==> src/rtl/lut_neuron_loader_if.sv <==
// Config-load and lookup signal bundle for the LUT neuron.
// The master side drives requests and config beats; the slave is the neuron.
interface lut_neuron_loader_if #(
   parameter int IN_BITS  = 4,
   parameter int OUT_BITS = 2,
   parameter int CFG_W    = 8
);
   logic                cfg_start;
   logic                cfg_valid;
   logic                cfg_ready;
   logic [CFG_W-1:0]    cfg_data;
   logic                cfg_last;
   logic                cfg_err;
   logic                loaded;
   logic                in_valid;
   logic [IN_BITS-1:0]  in_data;
   logic                out_valid;
   logic [OUT_BITS-1:0] out_data;

   modport master (
      output cfg_start, cfg_valid, cfg_data, cfg_last, in_valid, in_data,
      input  cfg_ready, cfg_err, loaded, out_valid, out_data
   );

   modport slave (
      input  cfg_start, cfg_valid, cfg_data, cfg_last, in_valid, in_data,
      output cfg_ready, cfg_err, loaded, out_valid, out_data
   );
endinterface

==> src/rtl/lut_neuron_loader.sv <==
// LUT neuron: truth table loaded over a framed config stream, then looked up
// one request per cycle through a registered output.
module lut_neuron_loader #(
   parameter int IN_BITS  = 4,
   parameter int OUT_BITS = 2,
   parameter int CFG_W    = 8
) (
   input logic               clk,
   input logic               rst_n,
   lut_neuron_loader_if.slave io
);
   localparam int DEPTH = 1 << IN_BITS;
   localparam int BEATS = DEPTH * OUT_BITS / CFG_W;
   localparam int EPB   = CFG_W / OUT_BITS;
   localparam int BW    = (BEATS > 1) ? $clog2(BEATS) : 1;

   localparam logic [1:0] IDLE = 2'd0;
   localparam logic [1:0] LOAD = 2'd1;
   localparam logic [1:0] RUN  = 2'd2;

   logic [1:0]          state_q, state_d;
   logic [BW-1:0]       beat_q, beat_d;
   logic                loaded_q, loaded_d;
   logic                err_q, err_d;
   logic                out_valid_q, out_valid_d;
   logic [OUT_BITS-1:0] out_data_q, out_data_d;
   logic [OUT_BITS-1:0] table_q [DEPTH];

   logic                cfg_ready;
   logic                accept;
   logic                last_beat;
   logic                wr_en;
   logic                lookup_en;
   logic [IN_BITS-1:0]  wr_base;

   // A start request always wins, so the stream is stalled during that cycle.
   assign cfg_ready = (state_q == LOAD) && !io.cfg_start;
   assign accept    = cfg_ready && io.cfg_valid;
   assign last_beat = (beat_q == BW'(BEATS - 1));
   assign wr_base   = IN_BITS'(int'(beat_q) * EPB);
   assign lookup_en = (state_q == RUN) && io.in_valid;

   always_comb begin
      state_d  = state_q;
      beat_d   = beat_q;
      loaded_d = loaded_q;
      err_d    = err_q;
      wr_en    = 1'b0;
      if (io.cfg_start) begin
         state_d  = LOAD;
         beat_d   = '0;
         loaded_d = 1'b0;
         err_d    = 1'b0;
      end else if (accept) begin
         wr_en = 1'b1;
         if (last_beat && io.cfg_last) begin
            state_d  = RUN;
            loaded_d = 1'b1;
         end else if (last_beat || io.cfg_last) begin
            // Framing error: partial table stays in storage but is invalid.
            state_d  = IDLE;
            loaded_d = 1'b0;
            err_d    = 1'b1;
         end else begin
            beat_d = beat_q + BW'(1);
         end
      end
   end

   // The table is still RUN-readable in a cfg_start cycle, so a concurrent
   // lookup sees the old contents.
   always_comb begin
      out_valid_d = lookup_en;
      out_data_d  = lookup_en ? table_q[io.in_data] : out_data_q;
   end

   always_ff @(posedge clk or negedge rst_n) begin
      if (!rst_n) begin
         state_q     <= IDLE;
         beat_q      <= '0;
         loaded_q    <= 1'b0;
         err_q       <= 1'b0;
         out_valid_q <= 1'b0;
         out_data_q  <= '0;
      end else begin
         state_q     <= state_d;
         beat_q      <= beat_d;
         loaded_q    <= loaded_d;
         err_q       <= err_d;
         out_valid_q <= out_valid_d;
         out_data_q  <= out_data_d;
      end
   end

   // Register-based table: async clear and a combinational read port.
   always_ff @(posedge clk or negedge rst_n) begin
      if (!rst_n) begin
         for (int i = 0; i < DEPTH; i++) begin
            table_q[i] <= '0;
         end
      end else if (wr_en) begin
         for (int k = 0; k < EPB; k++) begin
            table_q[wr_base + IN_BITS'(k)] <= io.cfg_data[k*OUT_BITS +: OUT_BITS];
         end
      end
   end

   assign io.cfg_ready = cfg_ready;
   assign io.cfg_err   = err_q;
   assign io.loaded    = loaded_q;
   assign io.out_valid = out_valid_q;
   assign io.out_data  = out_data_q;
endmodule
==> src/flat_wrapper.sv <==
// flat-port wrapper written by rule: the top's interface ports become plain ports
module lut_neuron_loader_flat 
#(
   parameter int IN_BITS  = 4,
   parameter int OUT_BITS = 2,
   parameter int CFG_W    = 8
)
  (clk, rst_n, io_cfg_start, io_cfg_valid, io_cfg_data, io_cfg_last, io_in_valid, io_in_data, io_cfg_ready, io_cfg_err, io_loaded, io_out_valid, io_out_data);
  lut_neuron_loader_if #(.IN_BITS(IN_BITS), .OUT_BITS(OUT_BITS), .CFG_W(CFG_W)) io_i ();
  input logic clk;
  input logic rst_n;
  input wire logic [$bits(io_i.cfg_start)-1:0] io_cfg_start;
  input wire logic [$bits(io_i.cfg_valid)-1:0] io_cfg_valid;
  input wire logic [$bits(io_i.cfg_data)-1:0] io_cfg_data;
  input wire logic [$bits(io_i.cfg_last)-1:0] io_cfg_last;
  input wire logic [$bits(io_i.in_valid)-1:0] io_in_valid;
  input wire logic [$bits(io_i.in_data)-1:0] io_in_data;
  output wire logic [$bits(io_i.cfg_ready)-1:0] io_cfg_ready;
  output wire logic [$bits(io_i.cfg_err)-1:0] io_cfg_err;
  output wire logic [$bits(io_i.loaded)-1:0] io_loaded;
  output wire logic [$bits(io_i.out_valid)-1:0] io_out_valid;
  output wire logic [$bits(io_i.out_data)-1:0] io_out_data;
  assign io_i.cfg_start = io_cfg_start;
  assign io_i.cfg_valid = io_cfg_valid;
  assign io_i.cfg_data = io_cfg_data;
  assign io_i.cfg_last = io_cfg_last;
  assign io_i.in_valid = io_in_valid;
  assign io_i.in_data = io_in_data;
  assign io_cfg_ready = io_i.cfg_ready;
  assign io_cfg_err = io_i.cfg_err;
  assign io_loaded = io_i.loaded;
  assign io_out_valid = io_i.out_valid;
  assign io_out_data = io_i.out_data;
  lut_neuron_loader #(.IN_BITS(IN_BITS), .OUT_BITS(OUT_BITS), .CFG_W(CFG_W)) u_core (.clk(clk), .rst_n(rst_n), .io(io_i));
endmodule
==> config.mk <==
export PLATFORM = sky130hd
export DESIGN_NAME = lut_neuron_loader_flat
export DESIGN_NICKNAME = d
export VERILOG_FILES = /design/src/rtl/lut_neuron_loader_if.sv /design/src/rtl/lut_neuron_loader.sv /design/src/flat_wrapper.sv
export SDC_FILE = /design/constraint.sdc
export NUM_CORES = 1
export LEC_CHECK = 0
export CAP_MARGIN = 20
export CORE_MARGIN = 5
export CORE_UTILIZATION = 45
export CTS_CLUSTER_DIAMETER = 50
export DETAILED_ROUTE_END_ITERATION = 6
export GPL_TIMING_DRIVEN = 0
export PLACE_DENSITY = 0.76
export SETUP_SLACK_MARGIN = 0.02
export SYNTH_ARGS = -nofsm -noshare
export SYNTH_HDL_FRONTEND = slang
export SYNTH_SLANG_ARGS = --single-unit
==> constraint.sdc <==
create_clock -name clk -period 2.01 [get_ports clk]
set_input_delay 0.402 -clock clk [delete_from_list [all_inputs] [get_ports clk]]
set_output_delay 0.402 -clock clk [all_outputs]
set_load 0.02 [all_outputs]
=== After elaboration in Yosys (flattened, before gate mapping) ===
Index checks and enable logic that the tools add are counted.

* Mux-type cells: 33
* Add/subtract/negate cells: 4
* Equality and inequality tests: 5
* Bitwise logic cells: 5
* Reduce and logical (&&, ||, !) cells: 16
* $lt $le $gt $ge: 9

{| class="wikitable"
|+ Operators by type and width
! operator !! count
|-
| 32-bit bitwise mux || 4
|-
| 2-bit demux with 4-bit select || 4
|-
| 2-bit two-way mux || 14
|-
| 5-bit >= comparator, second input constant || 5
|-
| 4-bit inverter with 5-bit output || 5
|-
| 5-bit by 1-bit < comparator with 1-bit output, second input constant || 4
|-
| 1-bit two-way mux || 10
|-
| 4-bit by 2-bit adder with 4-bit output, second input constant || 2
|-
| 2-bit binary-select mux with 4-bit select || 1
|-
| 1-bit logical AND || 8
|-
| 3-bit AND reduction || 2
|-
| 4-bit by 1-bit adder with 4-bit output, second input constant || 1
|-
| 2-bit == test, second input constant || 2
|-
| 2-bit != test, second input constant || 2
|-
| 2-bit nonzero test || 2
|-
| 3-bit nonzero test || 1
|-
| 2-bit by 1-bit adder with 2-bit output, second input constant || 1
|-
| 2-bit by 1-bit == test with 1-bit output, second input constant || 1
|-
| 2-bit AND reduction || 1
|-
| 1-bit logical NOT || 1
|-
| 1-bit logical OR || 1
|}

* Output and inout port bits: 6
* Word-level logic and storage cells: 94
* Input port bits: 18
* Bits in registers: 41

=== Depth between registers and ports, before layout ===
Gate-level depths: netlist of run 1.

* Word-level depth: 9
* Depth in mapped cells: 5
* Depth with buffers taken out: 5

=== Worst setup path before layout of run 1 ===
No wires, ideal clock.

* Kind: register to register
* Start point: register u_core.state_q[1]
* End point: register u_core.table_q[0] (netlist name)
* Data arrival time: 1.384 ns
* Path slack: 0.501 ns
* Buffers on the path: 1
* Setup time: 0.125 ns
* Stages on the path, launching flop included: 5
* Clock period less this slack: 1.509 ns
* Required time: 1.885 ns
* Cell sequence: dfrtp_1 -> and4bb_4 -> buf_12 -> nand2_8 -> mux2_4

* Longest elaborated chain between the ends: 5

{| class="wikitable"
|+ Ends and longest elaborated chain
! element !! RTL line !! RTL
|-
| start: declaration || lut_neuron_loader.sv:21 || <nowiki>logic [1:0] state_q, state_d;</nowiki>
|-
| start signal: assignment || lut_neuron_loader.sv:86 || <nowiki>state_q <= state_d;</nowiki>
|-
| 2-bit by 1-bit == test with 1-bit output || lut_neuron_loader.sv:37 || <nowiki>assign cfg_ready = (state_q == LOAD) && !io.cfg_start;</nowiki>
|-
| 1-bit logical AND || lut_neuron_loader.sv:37 ||
|-
| 1-bit logical AND || lut_neuron_loader.sv:38 || <nowiki>assign accept = cfg_ready && io.cfg_valid;</nowiki>
|-
| 1-bit two-way mux || lut_neuron_loader.sv:54 || <nowiki>end else if (accept) begin</nowiki>
|-
| 1-bit two-way mux || lut_neuron_loader.sv:49 || <nowiki>if (io.cfg_start) begin</nowiki>
|-
| end signal: indexed assignment || lut_neuron_loader.sv:103 || <nowiki>table_q[wr_base + IN_BITS'(k)] <= io.cfg_data[k*OUT_BITS +: OUT_BITS];</nowiki>
|-
| end: declaration || lut_neuron_loader.sv:27 || <nowiki>logic [OUT_BITS-1:0] table_q [DEPTH];</nowiki>
|}

No other way between the ends.
A chain may end at the register's enable or synchronous reset.

=== Final worst setup path of run 1 ===
* Start point: input io_cfg_start
* End point: output io_cfg_ready

* Longest elaborated chain between the ends: 2

{| class="wikitable"
|+ Ends and longest elaborated chain
! element !! RTL line !! RTL
|-
| start: declaration || flat_wrapper.sv:12 || <nowiki>input wire logic [$bits(io_i.cfg_start)-1:0] io_cfg_start;</nowiki>
|-
| 1-bit logical NOT || lut_neuron_loader.sv:37 ||
|-
| 1-bit logical AND || lut_neuron_loader.sv:37 ||
|-
| end: declaration || flat_wrapper.sv:18 || <nowiki>output wire logic [$bits(io_i.cfg_ready)-1:0] io_cfg_ready;</nowiki>
|}

No other way between the ends.

==> results of run 1 <==
cell usage in the layout (no fill, tap or decap), types with 5 or more instances in the layout:
cell type        synthesis  layout
clkbuf_8                 0       5
mux2_4                  32      32
nand2_1                  5       5
dfrtp_1                 40      40
clkdlybuf4s50_1          0      20
mux2_2                   6       6
cells by family after synthesis:
family | count (synthesis) | share of synthesized area [%]
AND/OR/NAND/NOR | 19 | 7.98
buffers and inverters | 7 | 2.33
multiplexers | 44 | 32.3
flip-flops | 40 | 49.1
XOR/XNOR | 2 | 0.859
adder cells (fa/ha/maj) | 4 | 2.45
AO/OA/AOI/OAI | 15 | 5.03
power breakdown:
part	internal, mW	leakage, nW	total (mW)	switching, mW
Combinational	0.235	0.584	0.359	0.124
Sequential	0.912	0.522	0.976	0.0634
Clock	0.374	0.0583	0.667	0.294
metal layers:
layer  track usage, %  part of all wire, %
met1             17.8                   44
met3             3.86                  3.6
met5                0                    0
met2             24.6                   51
met4             6.19                  1.7
area by class of cell:
class                           count  area [um^2]
Fill cell                         343         1950
Sequential cell                    40         1000
Multi-Input combinational cell     84          991
Timing Repair Buffer               22          214
Clock buffer                        5         68.8
Tap cell                           52         65.1
Clock inverter                      3         47.5
Buffer                              3         32.5
Inverter                            4         15.0
sequential cells by signal, summed over array words and instances, names as in the netlist:
signal,cells
u_core.state_q,2
u_core.io.out_valid,1
u_core.table_q,32
u_core.beat_q,2
u_core.io.out_data,2
u_core.io.cfg_err,1
final timing paths:
check | from | endpoint | slack (ps) | depth (start not counted)
setup reg to reg | u_core.state_q[1] | u_core.table_q[4] | 520 | 4
setup / recovery | io_cfg_start | io_cfg_ready | 90 | 3
hold reg to reg | u_core.table_q[16] | u_core.table_q[16] | 510 | 1
min in group clk | u_core.table_q[16] | u_core.table_q[16] | 510 | 1
max in group asynchronous | rst_n | u_core.beat_q[1] | 1260 | 1
hold / removal | rst_n | u_core.table_q[0] | 220 | 1
per-stage QoR:
step | cell area [um^2] | hold WS [ps]
3_5_place_dp | 2320 | 493
4_1_cts | 2430 | 243
5_1_grt | 2430 | 275
2_1_floorplan | 2040 | 106
3_3_place_gp | 2320 | 477
6_report | 2430 | 215
timing repair:
item	in CTS	in global routing
setup endpoints to repair	1	0
buffers inserted	0	0
resized for setup	1	0
hold buffers	0	0
worst max-delay path, delay by kind of cell:
kind	cells	cell delay (ps)
buf+inv	2	890
simple gates	1	230
==> impl_metrics.yaml, run 1 <==
run_status:
  status: "complete, no violations"
placed_design:
  dp.cells: 205
  portBuffers: 22
  place_ws_ps: -223
  place_congestion: 0.840
  hpwlAfterDp_mm: 2.78
synth:
  yosysTopAreaCellShare_pct: 49.1
  synth_area_per_cell_um2: 15.6
  seq_area_frac_synth_pct: 49.1
  syn_nets: 153
  yosys-top-cells-count: "dfrtp_1, mux2_4, mux2_2, nand2_1"
  synth_seq_cells: 40
  ys_top_cells_by_area: "dfrtp_1, mux2_4, mux4_2"
  synth-async-reset-ratio_pct: 100
  ys_warn_count: 0
  syn_area_um2: 2040
  syn_inst: 131
  ys.flop_type: "dfrtp_1"
  yosys.area.top_type: "dfrtp_1"
  synth_edf_count: 0
  ys_types: 29
  synth_most_common_cell: "dfrtp_1"
timing:
  fin_crit_ps: 1920
  fin_ws_ps: 89.4
  fin_crit_sh_pct: 95.6
  hold_viol_final: 0
  slew_viol_final: 0
  tns_ps: 0
  finalSetupViolCount: 0
  worst_pin_slew_ps: 861
  clock_skew_ps: 8.61
  fmaxAchievable_ghz: 0.521
  slew_headroom_pct: 42.6
  rsz0062_at_grt: "no"
critical_path:
  path_cells: "clkdlybuf4s50_1 -> nor3b_1 -> dlygate4sd2_1"
  cpPeakStageDelay_ps: 520
  crit_type: "primary input to output pin"
  cp_max_fo: 7
  crit_arrival_ps: 1520
  cp_slowest_cell: "clkdlybuf4s50_1"
  worstPathRequired_ps: 1610
  critPathLaunchType: "primary input"
  end_kind: "output pin"
route:
  routed_wl_mm: 3.94
  ant_nets: 0
  routedWlPerCell_um: 18.5
  first_pass_iters: 6
  drtIter0Drc: 67
  drcViolationCount: 0
  vias: 1184
  vias_per_cell: 5.56
grt:
  antenna_found_initial: 0
  grt_pass1_wl_mm: 6.87
  grt_overflow: 0
  grt_max_degree: 41
  grt_pass1_vias: 1346
  track_usage_pct: 14.7
pwr:
  ir_drop_uv: 254
  leakage_nw: 1.16
  power_density_nw_per_um2: 822
  design_power_total_mw: 2.00
floorplanning:
  dieArea_um2: 5980
  die_w_um: 77.3
  io_pins: 24
  num_rows: 24
  die_h_um: 77.3
  initial_core_util_pct: 46.5
  core_area_um2: 4380
clock_tree:
  clkSlewWorstSetupHoldPaths_ps: 80
  htree_levels: 2
  clock_latency_ps: 300
  cts_buffers: 5
  cts_tree: "yes"
  cts_root_buf: "clkbuf_8"
  cts_sinks: 40
  clockBufferDepth: 2
layout:
  drive_gt1_share_pct: 37.3
  antenna_cells: 0
  utilization_pct: 55.5
  final_cells: 213
  nNetsFinal: 182
  syn2layout_area_growth_pct: 19.4
worst_hold_path:
  hold_path.class: "primary input to async pin"
flow_run:
  maxCapViolCount: 0
Note: power is estimated with default switching activity, not from simulation.
==> inputs of run 2 (changes only) <==
--- a/config.mk
+++ b/config.mk
@@ -6,12 +6,14 @@
 export NUM_CORES = 1
 export LEC_CHECK = 0
 export CAP_MARGIN = 20
-export CORE_MARGIN = 5
+export CELL_PAD_IN_SITES_DETAIL_PLACEMENT = 0
+export CELL_PAD_IN_SITES_GLOBAL_PLACEMENT = 1
+export CORE_MARGIN = 1
 export CORE_UTILIZATION = 45
 export CTS_CLUSTER_DIAMETER = 50
 export DETAILED_ROUTE_END_ITERATION = 6
 export GPL_TIMING_DRIVEN = 0
-export PLACE_DENSITY = 0.76
+export PLACE_DENSITY = 0.87
 export SETUP_SLACK_MARGIN = 0.02
 export SYNTH_ARGS = -nofsm -noshare
 export SYNTH_HDL_FRONTEND = slang
==> impl_metrics.yaml, run 2 (same netlist as run 1, synthesis figures left out) <==
timing:
  hold_viol_final: 0
  finalSetupViolCount: 0
  holdWs_ps: 226
  rsz0062_at_grt: "no"
  slew_viol_final: 0
  fin_crit_ps: 1900
  worst_pin_slew_ps: 871
  clock_skew_ps: 6.58
  fmaxAchievable_ghz: 0.528
  slew_headroom_pct: 42.0
  fin_crit_sh_pct: 94.3
floorplanning:
  io_pins: 24
  die_h_um: 69.3
  die_w_um: 69.3
  initial_core_util_pct: 46.8
  core_area_um2: 4350
  dieArea_um2: 4810
  num_rows: 24
pwr:
  design_power_total_mw: 1.83
  intPower_mw: 1.38
  switching_share_pct: 24.4
  leakage_nw: 1.15
  ir_drop_uv: 269
  pwr-share-clk_pct: 27.2
  p_switching_uw: 447
  power_density_nw_per_um2: 764
  combPwrFrac_pct: 19.7
  seqPwrFrac_pct: 53.2
route:
  first_pass_iters: 3
  ant_nets: 0
  drtIter0Drc: 76
  vias: 1149
  vias_per_cell: 5.42
  routedWlPerCell_um: 17.5
  drcViolationCount: 0
  routed_wl_mm: 3.70
placed_design:
  place_congestion: 0.810
  dp.cells: 205
  hpwlAfterDp_mm: 2.63
  portBuffers: 22
  place_area_um2: 2320
critical_path:
  crit_type: "primary input to output pin"
  crit_arrival_ps: 1490
  cp_max_fo: 7
  critPathLaunchType: "primary input"
  worstPathRequired_ps: 1610
  timing.rr.start: "u_core.state_q[1]"
  r2r-end: "u_core.table_q[2]"
  end_kind: "output pin"
  reg2regPathDepth: 4
  rrSetupSlack_ps: 520
clock_tree:
  cts_root_buf: "clkbuf_8"
  cts_tree: "yes"
  cts_buffers: 5
  clock_latency_ps: 290
  clockBufferDepth: 2
  clkSlewWorstSetupHoldPaths_ps: 70
  cts_sinks: 40
  cts_setup_buffers: 0
  htree_levels: 2
grt:
  track_usage_pct: 16.8
  grt_overflow: 0
  grt_pass1_wl_mm: 6.17
  antenna_found_initial: 0
  grt_pass1_vias: 1297
  grt_max_degree: 41
layout:
  largest_register: "u_core.table_q"
  antenna_cells: 0
  final_cells: 212
  final_area_um2: 2400
  final_cell_mix: "dfrtp_1, mux2_4, clkdlybuf4s50_1, mux2_2"
  drive_gt1_share_pct: 36.3
  nNetsFinal: 182
  utilization_pct: 55.1
  largest_register_ffs: 32
  final_common_cell: "dfrtp_1"
  syn2layout_area_growth_pct: 17.5
run_status:
  status: "complete, no violations"
worst_hold_path:
  hold_path.class: "primary input to async pin"
flow_run:
  maxCapViolCount: 0
## run 2: cell count changes in the layout (fill, tap and decap cells not counted)
cell / change
clkinv_2: +1
clkinv_4: -2
clkdlybuf4s15_1: +1
bufinv_16: -1
clkbuf_1: +1
dlygate4sd2_1: -1
## run 2: repair_timing
action	4_1_cts	5_1_grt
setup endpoints to repair	1	1
pin swaps	0	0
gates resized for setup	1	1
gates cloned	0	0
hold buffers	0	0
## run 2: per-stage QoR
step	setup TNS, ps	worst slack (ps)
after floorplan	0	501
after global placement	-13940	-346
after detailed placement	-279	-192
after CTS	0	85.3
after global routing	0	34.1
final	0	115
## run 2: worst max-delay path by stage
| stage | depth (start not counted) | to | startpoint | slack [ps] |
|---|---|---|---|---|
| 2_1_floorplan | 4 | u_core.table_q[0] | u_core.state_q[1] | 500 |
| 3_3_place_gp | 1 | u_core.table_q[19] | rst_n | -350 |
| 3_5_place_dp | 3 | io_cfg_ready | io_cfg_start | -190 |
| 4_1_cts | 3 | io_cfg_ready | io_cfg_start | 90 |
| 5_1_grt | 3 | io_cfg_ready | io_cfg_start | 30 |
| 6_report | 3 | io_cfg_ready | io_cfg_start | 110 |
## run 2: critical path, cell delays in order
cell and delay (ps):
clkdlybuf4s50_1 520, nor3b_1 240, clkdlybuf4s15_1 330
## run 2: layer usage
layer | GRT usage, % | vias up | wire [um]
li1 | - | 534 | -
met1 | 21.9 | 594 | 1710
met2 | 27.2 | 14 | 1850
met3 | 3.34 | 7 | 79
met4 | 7.48 | 0 | 65
met5 | 0 | - | 0
## run 2: area by class of cell
class | instances | area, um^2
fill | 348 | 1960
sequential | 40 | 1000
multi-input combinational | 84 | 991
timing repair buffer | 22 | 215
clock buffer | 6 | 72.6
tap | 52 | 65.1
buffer | 3 | 32.5
inverter | 4 | 15.0
clock inverter | 1 | 5.00
## run 2: power groups by stage
stage	logic [mW]	registers, mW	clock network (mW)
floorplan	0.264	0.967	0
global placement	0.352	0.979	0
detailed placement	0.362	0.987	0
CTS	0.365	0.973	0.511
global route	0.384	0.986	0.547
finish	0.360	0.973	0.497
==> inputs of run 3 (changes only) <==
--- a/config.mk
+++ b/config.mk
@@ -5,15 +5,16 @@
 export SDC_FILE = /design/constraint.sdc
 export NUM_CORES = 1
 export LEC_CHECK = 0
+export ABC_AREA = 1
 export CAP_MARGIN = 20
 export CELL_PAD_IN_SITES_DETAIL_PLACEMENT = 0
 export CELL_PAD_IN_SITES_GLOBAL_PLACEMENT = 1
 export CORE_MARGIN = 1
-export CORE_UTILIZATION = 45
+export CORE_UTILIZATION = 41
 export CTS_CLUSTER_DIAMETER = 50
 export DETAILED_ROUTE_END_ITERATION = 6
-export GPL_TIMING_DRIVEN = 0
-export PLACE_DENSITY = 0.87
+export GPL_TIMING_DRIVEN = 1
+export PLACE_DENSITY = 0.88
 export SETUP_SLACK_MARGIN = 0.02
 export SYNTH_ARGS = -nofsm -noshare
 export SYNTH_HDL_FRONTEND = slang
==> impl_metrics.yaml, run 3 <==
synth:
  ys_top_cells_by_area: "dfrtp_1, nand2_1, nand3_1"
  synth_most_common_cell: "nand2_1"
  yosysTopAreaCellShare_pct: 48.5
  syn_area_um2: 2060
  synth_top_family_by_area: "simple AND/OR/NAND/NOR gates"
  synth-async-reset-ratio_pct: 100
  synthAdderAreaFrac_pct: 2.43
  syn_nets: 277
  synth_seq_cells: 40
  synth-compound-area-share_pct: 10.2
  syn_inst: 255
  yosys.area.top_type: "dfrtp_1"
  seq_area_frac_synth_pct: 48.5
  synth_xor_area_share_pct: 0
  ys_types: 22
  synth_area_per_cell_um2: 8.09
  yosys-top-cells-count: "nand2_1, dfrtp_1, nand3_1, o21ai_0, inv_1"
  yosys.area_share.simple_pct: 32.9
  muxShareOfSynthArea_pct: 0
  ys_warn_count: 0
  ys.flop_type: "dfrtp_1"
  synth_edf_count: 0
run_status:
  status: "complete, no violations"
route:
  drcViolationCount: 0
  vias_per_cell: 4.78
  vias: 1674
  routed_wl_mm: 4.62
  first_pass_iters: 4
  ant_nets: 0
  drtIter0Drc: 161
  routedWlPerCell_um: 13.2
critical_path:
  crit_buf_inv: 2
  worstPathRequired_ps: 1610
  path_depth: 3
  path_cells: "clkdlybuf4s50_1 -> nor3_2 -> dlygate4sd2_1"
  cpPeakStageDelay_ps: 440
  critPathLaunchType: "primary input"
  end_kind: "output pin"
  crit_arrival_ps: 1400
  path_delay_family: "buffers and inverters"
  cp_max_fo: 2
  cp_slowest_cell: "clkdlybuf4s50_1"
  crit_type: "primary input to output pin"
  reg2regPathDepth: 6
placed_design:
  place_area_um2: 2380
  portBuffers: 23
  place_congestion: 0.757
  hpwlAfterDp_mm: 3.34
clock_tree:
  cts_sinks: 40
  htree_levels: 2
  clkSlewWorstSetupHoldPaths_ps: 80
  ctsHoldBuffers: 0
  cts_resized: 1
  cts_tree: "yes"
  clockBufferDepth: 2
  cts_setup_buffers: 0
  clock_latency_ps: 290
  cts_buffers: 5
  cts_root_buf: "clkbuf_8"
floorplanning:
  core_area_um2: 4790
  die_h_um: 72.9
  num_rows: 25
  initial_core_util_pct: 43.1
  die_w_um: 72.9
  dieArea_um2: 5320
  io_pins: 24
layout:
  drive_gt1_share_pct: 8.48
  antenna_cells: 0
  largest_register_ffs: 32
  fillCellCount: 493
  final_common_cell: "nand2_1"
  final_cell_mix: "nand2_1, dfrtp_1, nand3_1, o21ai_0, clkdlybuf4s50_1"
  largest_register: "u_core.table_q"
  syn2layout_area_growth_pct: 18.9
  final_area_um2: 2450
  nNetsFinal: 305
timing:
  hold_viol_final: 0
  worst_pin_slew_ps: 486
  slew_headroom_pct: 67.6
  finalSetupViolCount: 0
  fin_crit_sh_pct: 89.7
  clock_skew_ps: 5.66
  fmaxAchievable_ghz: 0.555
  fin_crit_ps: 1800
  rsz0062_at_grt: "no"
  slew_viol_final: 0
pwr:
  leakage_nw: 1.27
  intPower_mw: 1.45
  seqPwrFrac_pct: 52.4
  switching_share_pct: 31.6
  p_switching_uw: 673
  pwr-share-clk_pct: 23.7
  ir_drop_uv: 340
  power_density_nw_per_um2: 868
  combPwrFrac_pct: 23.9
  design_power_total_mw: 2.13
flow_run:
  maxCapViolCount: 0
grt:
  track_usage_pct: 19.7
  antenna_found_initial: 0
  grt_pass1_vias: 1595
  grt_max_degree: 37
  grt_pass1_wl_mm: 7.71
  grt_overflow: 0
worst_hold_path:
  hold_path.class: "primary input to async pin"
[run 3: cell count changes after synthesis, moves of 4 or more]
cell / delta
nand3_1: +25
o21ai_1: +10
mux2_2: -6
inv_1: +10
nand2_8: -4
mux4_2: -4
mux2_4: -32
nand2_1: +109
nor2_8: +4
o21ai_0: +21
[run 3: layout make-up]
type / instances / area, um^2 / area share [%]
well taps: 67 / 83.8 / 3.42
flip-flops and latches: 40 / 1000 / 40.8
multi-input cells: 192 / 940 / 38.3
clock buffers: 6 / 72.6 / 2.96
repair buffers: 29 / 294 / 12.0
inverters: 15 / 56.3 / 2.30
clock inverters: 1 / 5.00 / 0.204
[run 3: cells by family after synthesis]
| family | count (synthesis) |
|---|---|
| buf+inv | 23 |
| simple gates | 150 |
| flops | 40 |
| fa+ha+maj | 4 |
| compound gates | 38 |
[run 3: metal layers]
layer  GRT usage [%]  part of all wire [%]  wire length, um  up-vias
li1                -                     -                -      871
met1            28.2                    49             2270      774
met2            29.6                    46             2140       20
met3            4.56                   2.7              126        9
met4            6.54                   1.9               89        0
met5               0                     0                0        -
[run 3: path summary, 6_finish.rpt]
path / to / slack (ps) / start
setup / recovery: io_cfg_ready / 210 / io_cfg_start
hold / removal: u_core.table_q[30] / 60 / rst_n
setup reg to reg: u_core.table_q[17] / 530 / u_core.state_q[1]
hold reg to reg: u_core.table_q[4] / 480 / u_core.table_q[4]
max in group asynchronous: u_core.io.out_valid / 1470 / rst_n
min in group clk: u_core.table_q[4] / 480 / u_core.table_q[4]
[run 3: power by group through the flow]
stage,Combinational [mW],Clock [mW],Sequential [mW]
finish,0.509,0.504,1.11
global route,0.577,0.551,1.14
CTS,0.517,0.517,1.12
detailed placement,0.518,0,1.13
global placement,0.502,0,1.13
floorplan,0.351,0,1.11
[run 3: per-stage QoR]
step | std cells | hold WS [ps] | setup TNS (ps) | util (%) | worst slack [ps]
final | 350 | 57.5 | 0 | 51.2 | 208
after global routing | 350 | 83.9 | 0 | 51.2 | 170
after CTS | 350 | 76.8 | 0 | 51.2 | 194
after detailed placement | 343 | 398 | -84.0 | 49.6 | -84.0
after global placement | 343 | 385 | -50.6 | 49.6 | -50.6
after floorplan | 255 | 106 | 0 | - | 397
[run 3: worst reg2reg max path, cell delays in order, from the launching register on]
cell and delay (ps):
dfrtp_1 420, nor3_2 190, buf_4 130, nand2_2 120
buf_12 220, o21ai_0 220, nand2_1 70
==> RTL edit, RTL diff (flow settings as in run 1) <==
Reset style: synchronous (`rst_n`), changed in 2 clocked blocks. Comments in the files are not updated.
--- a/src/rtl/lut_neuron_loader.sv
+++ b/src/rtl/lut_neuron_loader.sv
@@ -74,7 +74,7 @@
       out_data_d  = lookup_en ? table_q[io.in_data] : out_data_q;
    end
 
-   always_ff @(posedge clk or negedge rst_n) begin
+   always_ff @(posedge clk) begin
       if (!rst_n) begin
          state_q     <= IDLE;
          beat_q      <= '0;
@@ -93,7 +93,7 @@
    end
 
    // Register-based table: async clear and a combinational read port.
-   always_ff @(posedge clk or negedge rst_n) begin
+   always_ff @(posedge clk) begin
       if (!rst_n) begin
          for (int i = 0; i < DEPTH; i++) begin
             table_q[i] <= '0;
Formal check against the unedited RTL: differs if rst_n is asserted again (counterexample within 4 cycles, from zero or initial values and one cycle with rst_n low); with rst_n held inactive, the same outputs for 10 cycles.
==> RTL edit against run 1 <==
  * Final cell count rose by 0.94%
  * Routed wire length fell by 12%
  * Sequential cell count did not move
  * Global-route usage fell by 0.57 points
  * Worst setup slack improved by 0.053 ns
  * Cell area fell by 6.4%
  * Critical path type is now in -> reg
  * Utilization rose by 0.22 points
  * Count of clock-buffer cells in the layout rose by 2
  * Synthesized area fell by 5.2%
  * Clock skew fell by 0.0046 ns
Power is not compared: it rests on default switching activity, and its combinational part moved more than twofold at a synthesized area within 25%.
==> RTL edit: results (changes against run 1) <==
stage,metric,value,unit,change
sta,worst clock skew,0.00402,ns,was 0.00861 ns
global_route,global-route wire length before repair,5.81,mm,was 6.87 mm
logic_synthesis,post-synthesis adder-cell area fraction,0.0388,,was 0.0245
logic_synthesis,post-synth cell types,26,,was 29
layout,proportion of layout cells with a drive suffix above 1,0.103,,was 0.373
logic_synthesis,Synth top cells by count,"34 x and2_1, 32 x edfxtp_1, 8 x dfxtp_1",,"was 40 x dfrtp_1, 32 x mux2_4, 6 x mux2_2"
worst_setup_path,Critical Path Slowest Stage Cell,dlygate4sd2_1,,was clkdlybuf4s50_1
drt,Via density,5.38,,was 5.56
drt,via count,1156,,was 1184
logic_synthesis,top area cells in the synthesized netlist,"edfxtp_1 50%, and2_1 11%, dfxtp_1 8.3%, mux4_1 8.2%, ha_1 3.9%",,"was dfrtp_1 49%, mux2_4 24%, mux4_2 4.4%, nand2_8 3.9%, mux2_2 3.3%"
layout,Fillers,344,,was 343
layout,"Non-clock buffers, area share",0.108,,was 0.101
placed_design,dpl ws,-0.564,ns,was -0.223 ns
logic_synthesis,mux cell area share after synthesis,0.126,,was 0.323
logic_synthesis,sequential area share after synthesis,0.580,,was 0.491
placed_design,gp weighted congestion,0.805,,was 0.840
worst_setup_path,Worst Path Arrival,1.82,ns,was 1.52 ns
worst_setup_path,crit-path max FO,10,,was 7
logic_synthesis,syn_nets,161,,was 153
logic_synthesis,asr flop ratio synth,0,,was 1.00
worst_setup_path,Crit path max-delay family,simple AND/OR/NAND/NOR gates,,was buffers and inverters
sta,Final Cycle Share,0.929,,was 0.956
sta,Slew headroom,0.701,,was 0.426
layout,total of clock buffers placed in the layout,7,,was 5
worst_setup_path,Worst Setup EP,u_core.table_q[1][0],,was io_cfg_ready
drt,total iterations of the first detailed-routing run,4,,was 6
layout,Non-clk invs,5,,was 4
logic_synthesis,Compound-Gate Fraction of Synth Area,0.0382,,was 0.0503
logic_synthesis,"EDFF count, synth",32,,was 0
global_route,GRT Util Overall,0.141,,was 0.147
logic_synthesis,post-synthesis cell count,137,,was 131
layout,multi-input gates,85,,was 84
drt,WL final,3.46,mm,was 3.94 mm
layout,multi-input gate share of the layout cell area,0.329,,was 0.407
floorplan,total core area,0.00409,mm^2,was 0.00438 mm^2
layout,sequential share of cell area,0.492,,was 0.411
drt,1st-iter DRT viols,42,,was 67
worst_setup_path,Slowest Stage Delay on Critical Path,0.48,ns,was 0.52 ns
worst_setup_path,reg2reg start,u_core.state_q[0],,was u_core.state_q[1]
outcome,status,"finished, final reports clean",,unchanged
sta,final worst hold slack,0.489,ns,was 0.215 ns
cts,quantity of gates resized following cts,4,,was 1
layout,Clock buf/inv share,0.0351,,was 0.0478
[RTL edit: routing by layer]
| layer | part of all wire | global-route usage | up-vias | routed length (um) |
|---|---|---|---|---|
| met5 | 0 | 0 | - | 0 |
| met4 | 0.014 | 0.0408 | 0 | 48 |
| met3 | 0.051 | 0.0475 | 5 | 176 |
| met2 | 0.51 | 0.244 | 23 | 1750 |
| met1 | 0.43 | 0.168 | 571 | 1480 |
| li1 | - | - | 557 | - |
[RTL edit: power by group]
part / leakage, nW / switching (mW) / internal (mW) / total, mW
Sequential: 0.395 / 0.00832 / 0.917 / 0.925
Combinational: 0.471 / 0.0559 / 0.0645 / 0.120
Clock: 0.0399 / 0.261 / 0.242 / 0.502
Total: 0.906 / 0.325 / 1.22 / 1.55
[RTL edit: cell families after synthesis]
group	Yosys count
AOI/OAI and AO/OA	12
and+or+nand+nor	55
muxes	12
buffers and inverters	12
DFF	40
adders and majority gates	6
